### src/rtl/abc_weighted_acc.sv
// abc_weighted_acc: N_CH-channel A/D sequencer with serial weighted MAC.
// Result leaves through the dav_/rfd handshake with saturation and timeout.
module abc_weighted_acc #(
  parameter int N_CH    = 3,
  parameter int W       = 8,
  parameter int CW      = 4,
  parameter int RW      = 16,
  parameter int TIMEOUT = 255
) (
  input  logic                 clock,
  input  logic                 reset_,
  output logic [N_CH-1:0]      soc,
  input  logic [N_CH-1:0]      eoc,
  input  logic [N_CH*W-1:0]    x,
  input  logic [N_CH*CW-1:0]   coef,
  output logic                 dav_,
  input  logic                 rfd,
  output logic [RW-1:0]        result,
  output logic                 ovf,
  output logic                 err
);

  localparam int AW = W + CW + $clog2(N_CH) + 1;
  localparam int IW = (N_CH > 1) ? $clog2(N_CH) : 1;
  localparam int TW = $clog2(TIMEOUT + 2);
  localparam int SW = ((AW > RW) ? AW : RW) + 1;
  localparam int PW = W + CW;

  typedef enum logic [2:0] {
    ST_START,
    ST_WAIT,
    ST_MAC,
    ST_OUT,
    ST_ACK
  } state_e;

  state_e              state_q, state_d;
  logic                soc_q, soc_d;
  logic [TW-1:0]       cnt_q, cnt_d;
  logic [IW-1:0]       idx_q, idx_d;
  logic [AW-1:0]       acc_q, acc_d;
  logic [N_CH*W-1:0]   xs_q, xs_d;
  logic [N_CH*CW-1:0]  cs_q, cs_d;
  logic                dav_q, dav_d;
  logic [RW-1:0]       res_q, res_d;
  logic                ovf_q, ovf_d;
  logic                err_q, err_d;

  logic [W-1:0]        x_sel;
  logic [CW-1:0]       c_sel;
  logic [PW-1:0]       prod;
  logic [TW-1:0]       cnt_inc;
  logic                tmo;
  logic [SW-1:0]       acc_ext;
  logic [SW-1:0]       rmax;
  logic                sat;

  // Channel operands for the current MAC step come from the captured copy.
  assign x_sel = xs_q[int'(idx_q) * W +: W];
  assign c_sel = cs_q[int'(idx_q) * CW +: CW];
  assign prod  = PW'(x_sel) * PW'(c_sel);

  assign cnt_inc = cnt_q + TW'(1);
  assign tmo     = (TIMEOUT != 0) && (cnt_inc == TW'(TIMEOUT));

  assign acc_ext = SW'(acc_q);
  assign rmax    = (SW'(1) << RW) - SW'(1);
  assign sat     = acc_ext > rmax;

  always_comb begin
    state_d = state_q;
    soc_d   = 1'b0;
    cnt_d   = cnt_q;
    idx_d   = idx_q;
    acc_d   = acc_q;
    xs_d    = xs_q;
    cs_d    = cs_q;
    dav_d   = dav_q;
    res_d   = res_q;
    ovf_d   = ovf_q;
    err_d   = err_q;
    unique case (state_q)
      ST_START: begin
        soc_d = 1'b1;
        if (eoc == '0) begin
          state_d = ST_WAIT;
          cnt_d   = '0;
        end
      end
      ST_WAIT: begin
        cnt_d = cnt_inc;
        if (&eoc) begin
          xs_d    = x;
          cs_d    = coef;
          acc_d   = '0;
          idx_d   = '0;
          err_d   = 1'b0;
          state_d = ST_MAC;
        end else if (tmo) begin
          err_d   = 1'b1;
          acc_d   = '0;
          state_d = ST_OUT;
        end
      end
      ST_MAC: begin
        acc_d = acc_q + AW'(prod);
        idx_d = idx_q + IW'(1);
        if (idx_q == IW'(N_CH - 1)) begin
          state_d = ST_OUT;
        end
      end
      ST_OUT: begin
        // dav_ still high means this is the first edge in ST_OUT.
        if (dav_q) begin
          res_d = sat ? '1 : acc_ext[RW-1:0];
          ovf_d = sat;
          dav_d = 1'b0;
          if (!rfd) begin
            state_d = ST_ACK;
          end
        end else if (!rfd) begin
          dav_d   = 1'b1;
          state_d = ST_ACK;
        end
      end
      ST_ACK: begin
        dav_d = 1'b1;
        if (rfd) begin
          state_d = ST_START;
        end
      end
      default: begin
        state_d = ST_START;
      end
    endcase
  end

  always_ff @(posedge clock or negedge reset_) begin
    if (!reset_) begin
      state_q <= ST_START;
      soc_q   <= 1'b0;
      cnt_q   <= '0;
      idx_q   <= '0;
      acc_q   <= '0;
      xs_q    <= '0;
      cs_q    <= '0;
      dav_q   <= 1'b1;
      res_q   <= '0;
      ovf_q   <= 1'b0;
      err_q   <= 1'b0;
    end else begin
      state_q <= state_d;
      soc_q   <= soc_d;
      cnt_q   <= cnt_d;
      idx_q   <= idx_d;
      acc_q   <= acc_d;
      xs_q    <= xs_d;
      cs_q    <= cs_d;
      dav_q   <= dav_d;
      res_q   <= res_d;
      ovf_q   <= ovf_d;
      err_q   <= err_d;
    end
  end

  assign soc    = {N_CH{soc_q}};
  assign dav_   = dav_q;
  assign result = res_q;
  assign ovf    = ovf_q;
  assign err    = err_q;

endmodule
### config.mk
export PLATFORM = sky130hd
export DESIGN_NAME = abc_weighted_acc
export DESIGN_NICKNAME = d
export VERILOG_FILES = /design/src/rtl/abc_weighted_acc.sv
export SDC_FILE = /design/constraint.sdc
export NUM_CORES = 1
export LEC_CHECK = 0
export ABC_AREA = 1
export CAP_MARGIN = 20
export CELL_PAD_IN_SITES_DETAIL_PLACEMENT = 1
export CELL_PAD_IN_SITES_GLOBAL_PLACEMENT = 2
export CORE_ASPECT_RATIO = 1.25
export CORE_MARGIN = 2
export CORE_UTILIZATION = 29
export DETAILED_ROUTE_END_ITERATION = 7
export HOLD_SLACK_MARGIN = 0.05
export PLACE_DENSITY_LB_ADDON = 0.2
export SYNTH_ARGS = -nofsm -noshare
export SYNTH_HDL_FRONTEND = slang
export SYNTH_SLANG_ARGS = --single-unit
### constraint.sdc
create_clock -name clock -period 8 [get_ports clock]
set_input_delay 2 -clock clock [delete_from_list [all_inputs] [get_ports clock]]
set_output_delay 2 -clock clock [all_outputs]
set_load 0.02 [all_outputs]
==> results.yml, run 1 <==
clocking:
  cts-buffers-inserted: 9
  clock-sinks: 83
  post_cts_resize_count: 0
  cts_buffer_depth: 2
  clock_latency_ns: 0.36
  cts_max_level: 3
  cts_tree: "built"
  clk_pin_slew_ns: 0.06
  clock_tree.root_cell: "clkbuf_16"
  post_cts_buffers: 0
  hold_buffers: 0
worst_setup_path:
  crit_type: "reg2reg"
  crit_path_max_fanout: 25
  critPathLaunchType: "flop"
  worst-r2r-cell-count: 17
  crit_path_end_kind: "flop"
  critPathRequiredTime_ns: 8.24
  crit_arrival_ns: 5.50
route:
  drt-total-wl_um: 14100
  vias: 4546
  drt_pre_antenna_iters: 4
  avgRoutedWirePerCell_um: 14.2
  drcViolationCount: 0
  drt_iter0_markers: 148
  via_per_inst: 4.57
  route.antenna.remaining_nets: 0
timing:
  fin_setup_tns_ns: 0
  worst_slew_pin_slew_ns: 1.10
  rsz0062_at_grt: "no"
  finalMaxSlewViolations: 0
  slew_headroom: 0.257
  final-setup-viol-count: 0
  finalHoldViolCount: 0
  final.min_clock_period_ns: 5.26
  clock.fmax_ghz: 0.190
  finalClockSkew_ns: 0.0104
  period_share: 0.657
synthesis:
  yosysSeqAreaShare: 0.382
  synthesis.area_um2: 5430
  synth_edf_count: 0
  yosysUniqueCellTypes: 37
  yosysWarnings: 0
  syn-instance-count: 705
  synth_top_flop_cell: "dfrtp_1"
  async_flop_share: 1.00
  postSynthAreaPerCell_um2: 7.71
  ys_ff_latch: 83
global_routing:
  grt_max_degree: 48
  grt_overflow: 0
  first_global_vias: 4925
  grt_usage: 0.152
  antenna_found_initial: 0
  grt_pass1_wl_um: 24100
floorplanning:
  die_w_um: 126
  dieArea_um2: 19900
  row_count: 56
  io_pins: 64
  initial_utilization: 0.293
  dieHeight_um: 157
  core_area_um2: 18600
worst_hold_path:
  hp-class: "reg2reg"
  holdPathStages: 2
final_layout:
  area.growth.synth_to_final_pct: 20.1
  num_antenna_cells: 0
  nets: 846
  drive_gt1_frac: 0.0708
place:
  port_buffers: 61
  dpl.hpwl_um: 11100
  gp_congestion: 0.827
run_status:
  status: "finished clean"
job:
  maxCapViolCount: 0
## cell usage after synthesis, types with 2 or more instances
cell	n	area share
o31ai_1	12	0.017
o21ai_0	34	0.031
dfrtp_1	82	0.38
nand3_2	11	0.020
nand2_2	2	0.0023
nand2_1	233	0.16
nor2_2	4	0.0046
buf_1	2	0.0014
nor3_1	5	0.0046
nand4_1	2	0.0023
buf_6	6	0.012
mux2_2	4	0.0083
buf_2	2	0.0018
inv_2	5	0.0035
buf_4	6	0.0083
nand3_1	45	0.041
nor2_1	45	0.031
o22ai_1	4	0.0046
or2_2	2	0.0023
clkinv_1	2	0.0014
fa_1	21	0.077
clkbuf_1	7	0.0048
ha_1	25	0.058
inv_1	113	0.078
a21oi_1	18	0.017
nand3b_1	2	0.0028
## final timing paths
kind,start,endpoint,slack (ns)
setup / recovery,idx_q[0]$_DFFE_PN0P_,acc_q[10]$_DFFE_PN0P_,2.74
hold / removal,xs_q[11]$_DFFE_PN0P_,xs_q[11]$_DFFE_PN0P_,0.48
setup reg to reg,idx_q[0]$_DFFE_PN0P_,acc_q[10]$_DFFE_PN0P_,2.74
hold reg to reg,xs_q[11]$_DFFE_PN0P_,xs_q[11]$_DFFE_PN0P_,0.48
max in group asynchronous,reset_,xs_q[8]$_DFFE_PN0P_,5.37
min in group asynchronous,reset_,cnt_q[4]$_DFFE_PN0P_,1.62
## metal layers
metal  track usage  vias up  wire length (µm)
met1         0.181     2178              6310
met5             0        -                 0
met4        0.0644        0               331
met2         0.269       60              7130
met3        0.0248       18               334
li1              -     2290                 -
## cells by family (layout without fill, tap and decap cells)
| group | after synthesis | after routing | synth area share |
|---|---|---|---|
| adder cells (fa/ha/maj) | 46 | 46 | 0.135 |
| other | 1 | 2 | 0.000690 |
| flip-flops | 83 | 83 | 0.382 |
| AND/OR/NAND/NOR | 355 | 355 | 0.283 |
| multiplexers | 4 | 4 | 0.00829 |
| AO/OA/AOI/OAI | 73 | 73 | 0.0790 |
| buffers and inverters | 143 | 200 | 0.112 |
## stage by stage
step	hold WS, ns	cells	instance area (µm²)	util	setup slack (ns)
after floorplan	0.449	706	5440	-	3.86
after global placement	0.467	977	6190	0.333	2.94
after detailed placement	0.467	977	6190	0.333	2.70
after CTS	0.485	993	6510	0.350	2.68
after global routing	0.505	995	6530	0.351	2.38
final	0.479	995	6530	0.351	2.74
## layout make-up
cell class | instances | area (µm²)
Tap cell | 232 | 290
Clock buffer | 10 | 229
Fill cell | 2240 | 12000
Timing Repair Buffer | 64 | 636
Sequential cell | 83 | 2080
Multi-Input combinational cell | 480 | 2750
Inverter | 120 | 450
Clock inverter | 6 | 90.1
## worst max-delay path, stage by stage (launching register included)
cell and delay [ns]:
dfrtp_1 0.54, clkinv_1 0.45, nor2_1 0.08, o31ai_1 0.89
nand2_1 0.12, inv_1 0.10, fa_1 0.45, fa_1 0.56
inv_1 0.05, fa_1 0.50, inv_1 0.04, ha_1 0.35
a21oi_1 0.27, o21ai_0 0.15, nand3b_1 0.19, or2_2 0.27
nand3_1 0.07, nand2_1 0.06
## cells in the final DEF (no fill, tap or decap), drive strengths merged, types with 4 or more instances in the layout
cell type | synthesis | routed
inv | 118 | 118
o21ai | 34 | 34
o31ai | 12 | 12
nand2 | 236 | 236
ha | 25 | 25
nor3 | 6 | 6
clkinv | 2 | 5
nand3 | 57 | 57
dfrtp | 82 | 82
clkdlybuf4s50 | 0 | 60
a21oi | 19 | 19
mux2 | 4 | 4
fa | 21 | 21
nor2 | 50 | 50
clkbuf | 7 | 10
buf | 16 | 4
o22ai | 4 | 4
## state kept, by name (all words and copies together), names as in the netlist
signal	count
result	15
idx_q	2
cnt_q	9
dav_	1
xs_q	24
acc_q	15
soc_q	1
err	1
cs_q	12
state_q	3
Power of run 1 is left out: the tool's default activity adds up to more than one toggle a clock period on the data nets, which glitch-free logic cannot reach.
==> inputs of run 2 (changes only) <==
- clock period: 8 -> 4.8 ns (I/O delays scaled with it)
==> run 2 against run 1 <==
Net effect:
- first-iteration DRC count grew 16%
- count of clock-buffer cells in the layout grew 1
- utilization grew 0.71 points
- sequential share of layout area shrank 0.63 points
- clock skew shrank 0.0032 ns
- final cell count grew 1.4%
- worst hold slack is essentially flat
- critical path depth grew 2
- die area is the same
- global-route usage grew 0.32 points
- design area grew 2.0%
==> results.yml, run 2 (same netlist as run 1, synthesis figures left out) <==
route:
  drt-total-wl_um: 14100
  drt_pre_antenna_iters: 4
  route.antenna.remaining_nets: 0
  drcViolationCount: 0
  drt_iter0_markers: 172
  via_per_inst: 4.60
  vias: 4644
  avgRoutedWirePerCell_um: 14.0
final_layout:
  num_antenna_cells: 0
  layout_common_cells: "nand2_1 (233), inv_1 (113), dfrtp_1 (82)"
  nets: 860
  fillers: 2256
  regMostFlops: "xs_q"
  area.growth.synth_to_final_pct: 22.5
  final_common_cell: "nand2_1"
  largest_reg_flops: 24
  drive_gt1_frac: 0.0888
  final_cells: 1009
power:
  p_per_area_nw_per_um2: 842
  max-vdd-ir-drop_v: 0.000299
  p_leak_nw: 3.57
  total_power_w: 0.00561
place:
  dpl.hpwl_um: 10800
  port_buffers: 61
  placed_cells: 991
  pre_cts_ws_ns: 0.379
  gp_congestion: 0.788
global_routing:
  first_global_vias: 5080
  grt_overflow: 0
  grt_pass1_wl_um: 24700
  grt_usage: 0.155
  antenna_found_initial: 0
  grt_max_degree: 84
timing:
  worst_slew_pin_slew_ns: 0.924
  period_share: 0.914
  clock.fmax_ghz: 0.228
  finalClockSkew_ns: 0.00721
  final-setup-viol-count: 0
  whs_ns: 0.479
  finalHoldViolCount: 0
  slew_headroom: 0.377
  worst_slack_ns: 0.411
  finalMaxSlewViolations: 0
  fin_setup_tns_ns: 0
  final.min_clock_period_ns: 4.39
  rsz0062_at_grt: "no"
clocking:
  cts_max_level: 3
  cts_tree: "built"
  clk_pin_slew_ns: 0.06
  clock-sinks: 83
  hold_buffers: 0
  cts-buffers-inserted: 9
  cts_buffer_depth: 2
  clock_tree.root_cell: "clkbuf_16"
  clock_latency_ns: 0.35
worst_setup_path:
  crit_path_max_fanout: 25
  critPathRequiredTime_ns: 5.04
  cpMaxStageDelayCell: "fa_1"
  critPathLaunchType: "flop"
  path_buf_inv: 6
  crit_arrival_ns: 4.62
  max_stage_delay_ns: 0.54
  crit_path_end_kind: "flop"
  crit_type: "reg2reg"
  crit_chain: "clkinv_1 -> buf_4 -> nor2_1 -> o31ai_1 -> buf_4 -> nand2_1 -> inv_1 -> fa_1 -> fa_1 -> inv_1 -> fa_1 -> inv_1 -> ha_1 -> a21oi_1 -> o21ai_0 -> nand3b_1 -> or2_2 -> nand3_1 -> nand2_1"
  r2r_slack_ns: 0.41
  critPathTopFamily: "adder cells"
floorplanning:
  row_count: 56
  initial_utilization: 0.293
  io_pins: 64
  dieArea_um2: 19900
  die_w_um: 126
  core_area_um2: 18600
  dieHeight_um: 157
job:
  maxCapViolCount: 0
run_status:
  status: "finished clean"
worst_hold_path:
  hp-class: "reg2reg"
-- run 2: cell types whose count changed in the layout (fill, tap and decap cells not counted), sizes merged --
cell / previous run / this run
buf: 4 / 18
clkbuf: 10 / 11
clkinv: 5 / 4
-- run 2: routing by layer --
layer	wire length [µm]	vias to the layer above	track usage
li1	-	2321	-
met5	0	-	0
met3	346	17	0.0265
met2	7280	58	0.280
met1	6170	2248	0.182
met4	335	0	0.0612
-- run 2: cell type report --
class	count	area [µm²]	area share
Multi-Input combinational cell	480	2760	0.414
Sequential cell	83	2080	0.312
Timing Repair Buffer	78	763	0.115
Inverter	120	450	0.0676
Tap cell	232	290	0.0436
Clock buffer	11	243	0.0365
Clock inverter	5	77.6	0.0116
-- run 2: report_power, final --
| part | switching [W] | internal [W] | total (W) |
|---|---|---|---|
| clock | 0.000293 | 0.000468 | 0.000761 |
| sequential | 0.000212 | 0.00101 | 0.00122 |
| combinational | 0.00227 | 0.00136 | 0.00362 |
-- run 2: stage by stage --
stage | cell area (µm²) | utilization
4_1_cts | 6610 | 0.356
6_report | 6660 | 0.359
2_1_floorplan | 5440 | -
3_3_place_gp | 6290 | 0.339
3_5_place_dp | 6290 | 0.339
5_1_grt | 6660 | 0.359
-- run 2: tightest hold or removal path, cell delays in order, from the launching register on --
cell and delay (ns):
dfrtp_1 0.34, nand2_1 0.06, nand2_1 0.05
-- run 2: final timing paths --
check	endpoint	startpoint	cells after the start
max in group asynchronous	dav_$_DFFE_PN1P_	reset_	2
worst min-delay path	cs_q[7]$_DFFE_PN0P_	cs_q[7]$_DFFE_PN0P_	2
worst max-delay path	acc_q[10]$_DFFE_PN0P_	idx_q[0]$_DFFE_PN0P_	19
worst min register to register	cs_q[7]$_DFFE_PN0P_	cs_q[7]$_DFFE_PN0P_	2
worst max register to register	acc_q[10]$_DFFE_PN0P_	idx_q[0]$_DFFE_PN0P_	19
min in group asynchronous	cnt_q[4]$_DFFE_PN0P_	reset_	1
-- run 2: repair_timing --
item,4_1_cts,5_1_grt
gates resized for setup,0,1
buffers inserted,0,0
setup endpoints to repair,0,1
(Power assumes the default switching activity.)
==> inputs of run 3 (changes only) <==
- CTS_BUF_LIST: unset -> sky130_fd_sc_hd__clkbuf_2
==> run 3 against run 2 <==
Net effect:
- via count fell by 0.24%
- count of clock-buffer cells in the layout is 1 lower
- largest cell class unchanged
- critical endpoint unchanged
- largest power group unchanged
- fmax hardly changed
- utilization down 1.0 points
==> results.yml, run 3 (same netlist as run 1, synthesis figures left out) <==
final_layout:
  largest_reg_flops: 24
  layout_common_cells: "nand2_1 (233), inv_1 (113), dfrtp_1 (82)"
  post-route-util: 0.349
  drive_gt1_frac: 0.0888
  area.growth.synth_to_final_pct: 19.1
  fillers: 2272
  regMostFlops: "xs_q"
  nets: 860
  final_common_cell: "nand2_1"
clocking:
  clock-sinks: 83
  cts_max_level: 3
  cts_tree: "built"
  clk_pin_slew_ns: 0.22
  clock_tree.root_cell: "clkbuf_2"
  cts-buffers-inserted: 9
  clock_latency_ns: 0.58
  cts_buffer_depth: 2
  hold_buffers: 0
floorplanning:
  io_pins: 64
  initial_utilization: 0.293
  die_w_um: 126
  dieArea_um2: 19900
  row_count: 56
  dieHeight_um: 157
  core_area_um2: 18600
worst_setup_path:
  crit_type: "reg2reg"
  crit_path_end_kind: "flop"
  critPathLaunchType: "flop"
  path_buf_inv: 6
  crit_arrival_ns: 4.87
  crit_path_max_fanout: 25
  critPathRequiredTime_ns: 5.28
  cpMaxStageDelayCell: "fa_1"
  critPathTopFamily: "adder cells"
  crit_chain: "clkinv_1 -> buf_4 -> nor2_1 -> o31ai_1 -> buf_4 -> nand2_1 -> inv_1 -> fa_1 -> fa_1 -> inv_1 -> fa_1 -> inv_1 -> ha_1 -> a21oi_1 -> o21ai_0 -> nand3b_1 -> or2_2 -> nand3_1 -> nand2_1"
  max_stage_delay_ns: 0.54
power:
  p_per_area_nw_per_um2: 813
  p_leak_nw: 3.50
  max-vdd-ir-drop_v: 0.000301
timing:
  period_share: 0.914
  rsz0062_at_grt: "no"
  final.min_clock_period_ns: 4.39
  slew_headroom: 0.378
  final-setup-viol-count: 0
  finalHoldViolCount: 0
  clock.fmax_ghz: 0.228
  finalClockSkew_ns: 0.0314
  worst_slew_pin_slew_ns: 0.923
  finalMaxSlewViolations: 0
  fin_setup_tns_ns: 0
route:
  avgRoutedWirePerCell_um: 13.9
  via_per_inst: 4.59
  vias: 4633
  drt-total-wl_um: 14000
  route.antenna.remaining_nets: 0
  drcViolationCount: 0
  drt_pre_antenna_iters: 4
  drt_iter0_markers: 152
global_routing:
  antenna_found_initial: 1
  grt_max_degree: 84
  grt_overflow: 0
  grt_usage: 0.153
  grt_pass1_wl_um: 24600
  first_global_vias: 5070
place:
  gp_congestion: 0.788
  dpl.hpwl_um: 10800
  port_buffers: 61
worst_hold_path:
  hp-class: "reg2reg"
run_status:
  status: "finished clean"
job:
  maxCapViolCount: 0
[run 3: cell count changes in the layout (fill, tap and decap cells not counted), sizes merged]
cell,previous run,this run
clkinv,4,5
diode,0,1
clkbuf,11,10
[run 3: layer usage]
layer	up-vias	routed length, µm	part of all wire	GRT usage
met5	-	0	0	0
met4	0	310	0.022	0.0581
met3	17	339	0.024	0.0255
met2	58	7150	0.51	0.274
met1	2242	6200	0.44	0.184
li1	2316	-	-	-
[run 3: final cells by class]
| class | instances | area (µm²) | share of cell area |
|---|---|---|---|
| antenna | 1 | 2.50 | 0.000387 |
| clock buffer | 10 | 50.0 | 0.00773 |
| clock inverter | 6 | 81.3 | 0.0126 |
| inverter | 120 | 450 | 0.0696 |
| multi-input combinational | 480 | 2760 | 0.426 |
| sequential | 83 | 2080 | 0.321 |
| tap | 232 | 290 | 0.0448 |
| timing repair buffer | 78 | 763 | 0.118 |
[run 3: path summary, 6_finish.rpt]
kind | slack (ns) | depth (start not counted) | from | to
setup / recovery | 0.41 | 19 | idx_q[0]$_DFFE_PN0P_ | acc_q[10]$_DFFE_PN0P_
hold / removal | 0.51 | 2 | cs_q[7]$_DFFE_PN0P_ | cs_q[7]$_DFFE_PN0P_
setup reg to reg | 0.41 | 19 | idx_q[0]$_DFFE_PN0P_ | acc_q[10]$_DFFE_PN0P_
hold reg to reg | 0.51 | 2 | cs_q[7]$_DFFE_PN0P_ | cs_q[7]$_DFFE_PN0P_
max in group asynchronous | 3.60 | 2 | reset_ | dav_$_DFFE_PN1P_
min in group asynchronous | 0.53 | 1 | reset_ | cnt_q[4]$_DFFE_PN0P_
[run 3: power by group]
part           total, W  leakage, nW  internal [W]  switching [W]
combinational   0.00362         2.36       0.00135        0.00226
clock          0.000427       0.0793      0.000171       0.000257
sequential      0.00122         1.06       0.00100       0.000211
[run 3: stage by stage]
step | cell area (µm²) | hold slack (ns) | worst slack [ns] | instances | power, W
after floorplan | 5440 | 0.449 | 0.664 | 706 | 0.00378
after global placement | 6290 | 0.465 | 0.409 | 991 | 0.00479
after detailed placement | 6290 | 0.466 | 0.379 | 991 | 0.00489
after CTS | 6420 | 0.515 | 0.344 | 1007 | 0.00536
after global routing | 6470 | 0.488 | 0.0602 | 1010 | 0.00604
final | 6470 | 0.508 | 0.412 | 1010 | 0.00526
[run 3: repair_timing]
item                                    4_1_cts  5_1_grt
endpoints found under the setup margin        0        1
setup buffers                                 0        0
hold endpoints to repair                      0        0
resized for setup                             0        1
[run 3: worst register-to-register path, stage by stage (launching register included)]
cell and delay (ns):
dfrtp_1 0.44, clkinv_1 0.05, buf_4 0.25, nor2_1 0.08
o31ai_1 0.26, buf_4 0.19, nand2_1 0.06, inv_1 0.07
fa_1 0.44, fa_1 0.54, inv_1 0.05, fa_1 0.49
inv_1 0.04, ha_1 0.36, a21oi_1 0.22, o21ai_0 0.16
nand3b_1 0.21, or2_2 0.28, nand3_1 0.06, nand2_1 0.06
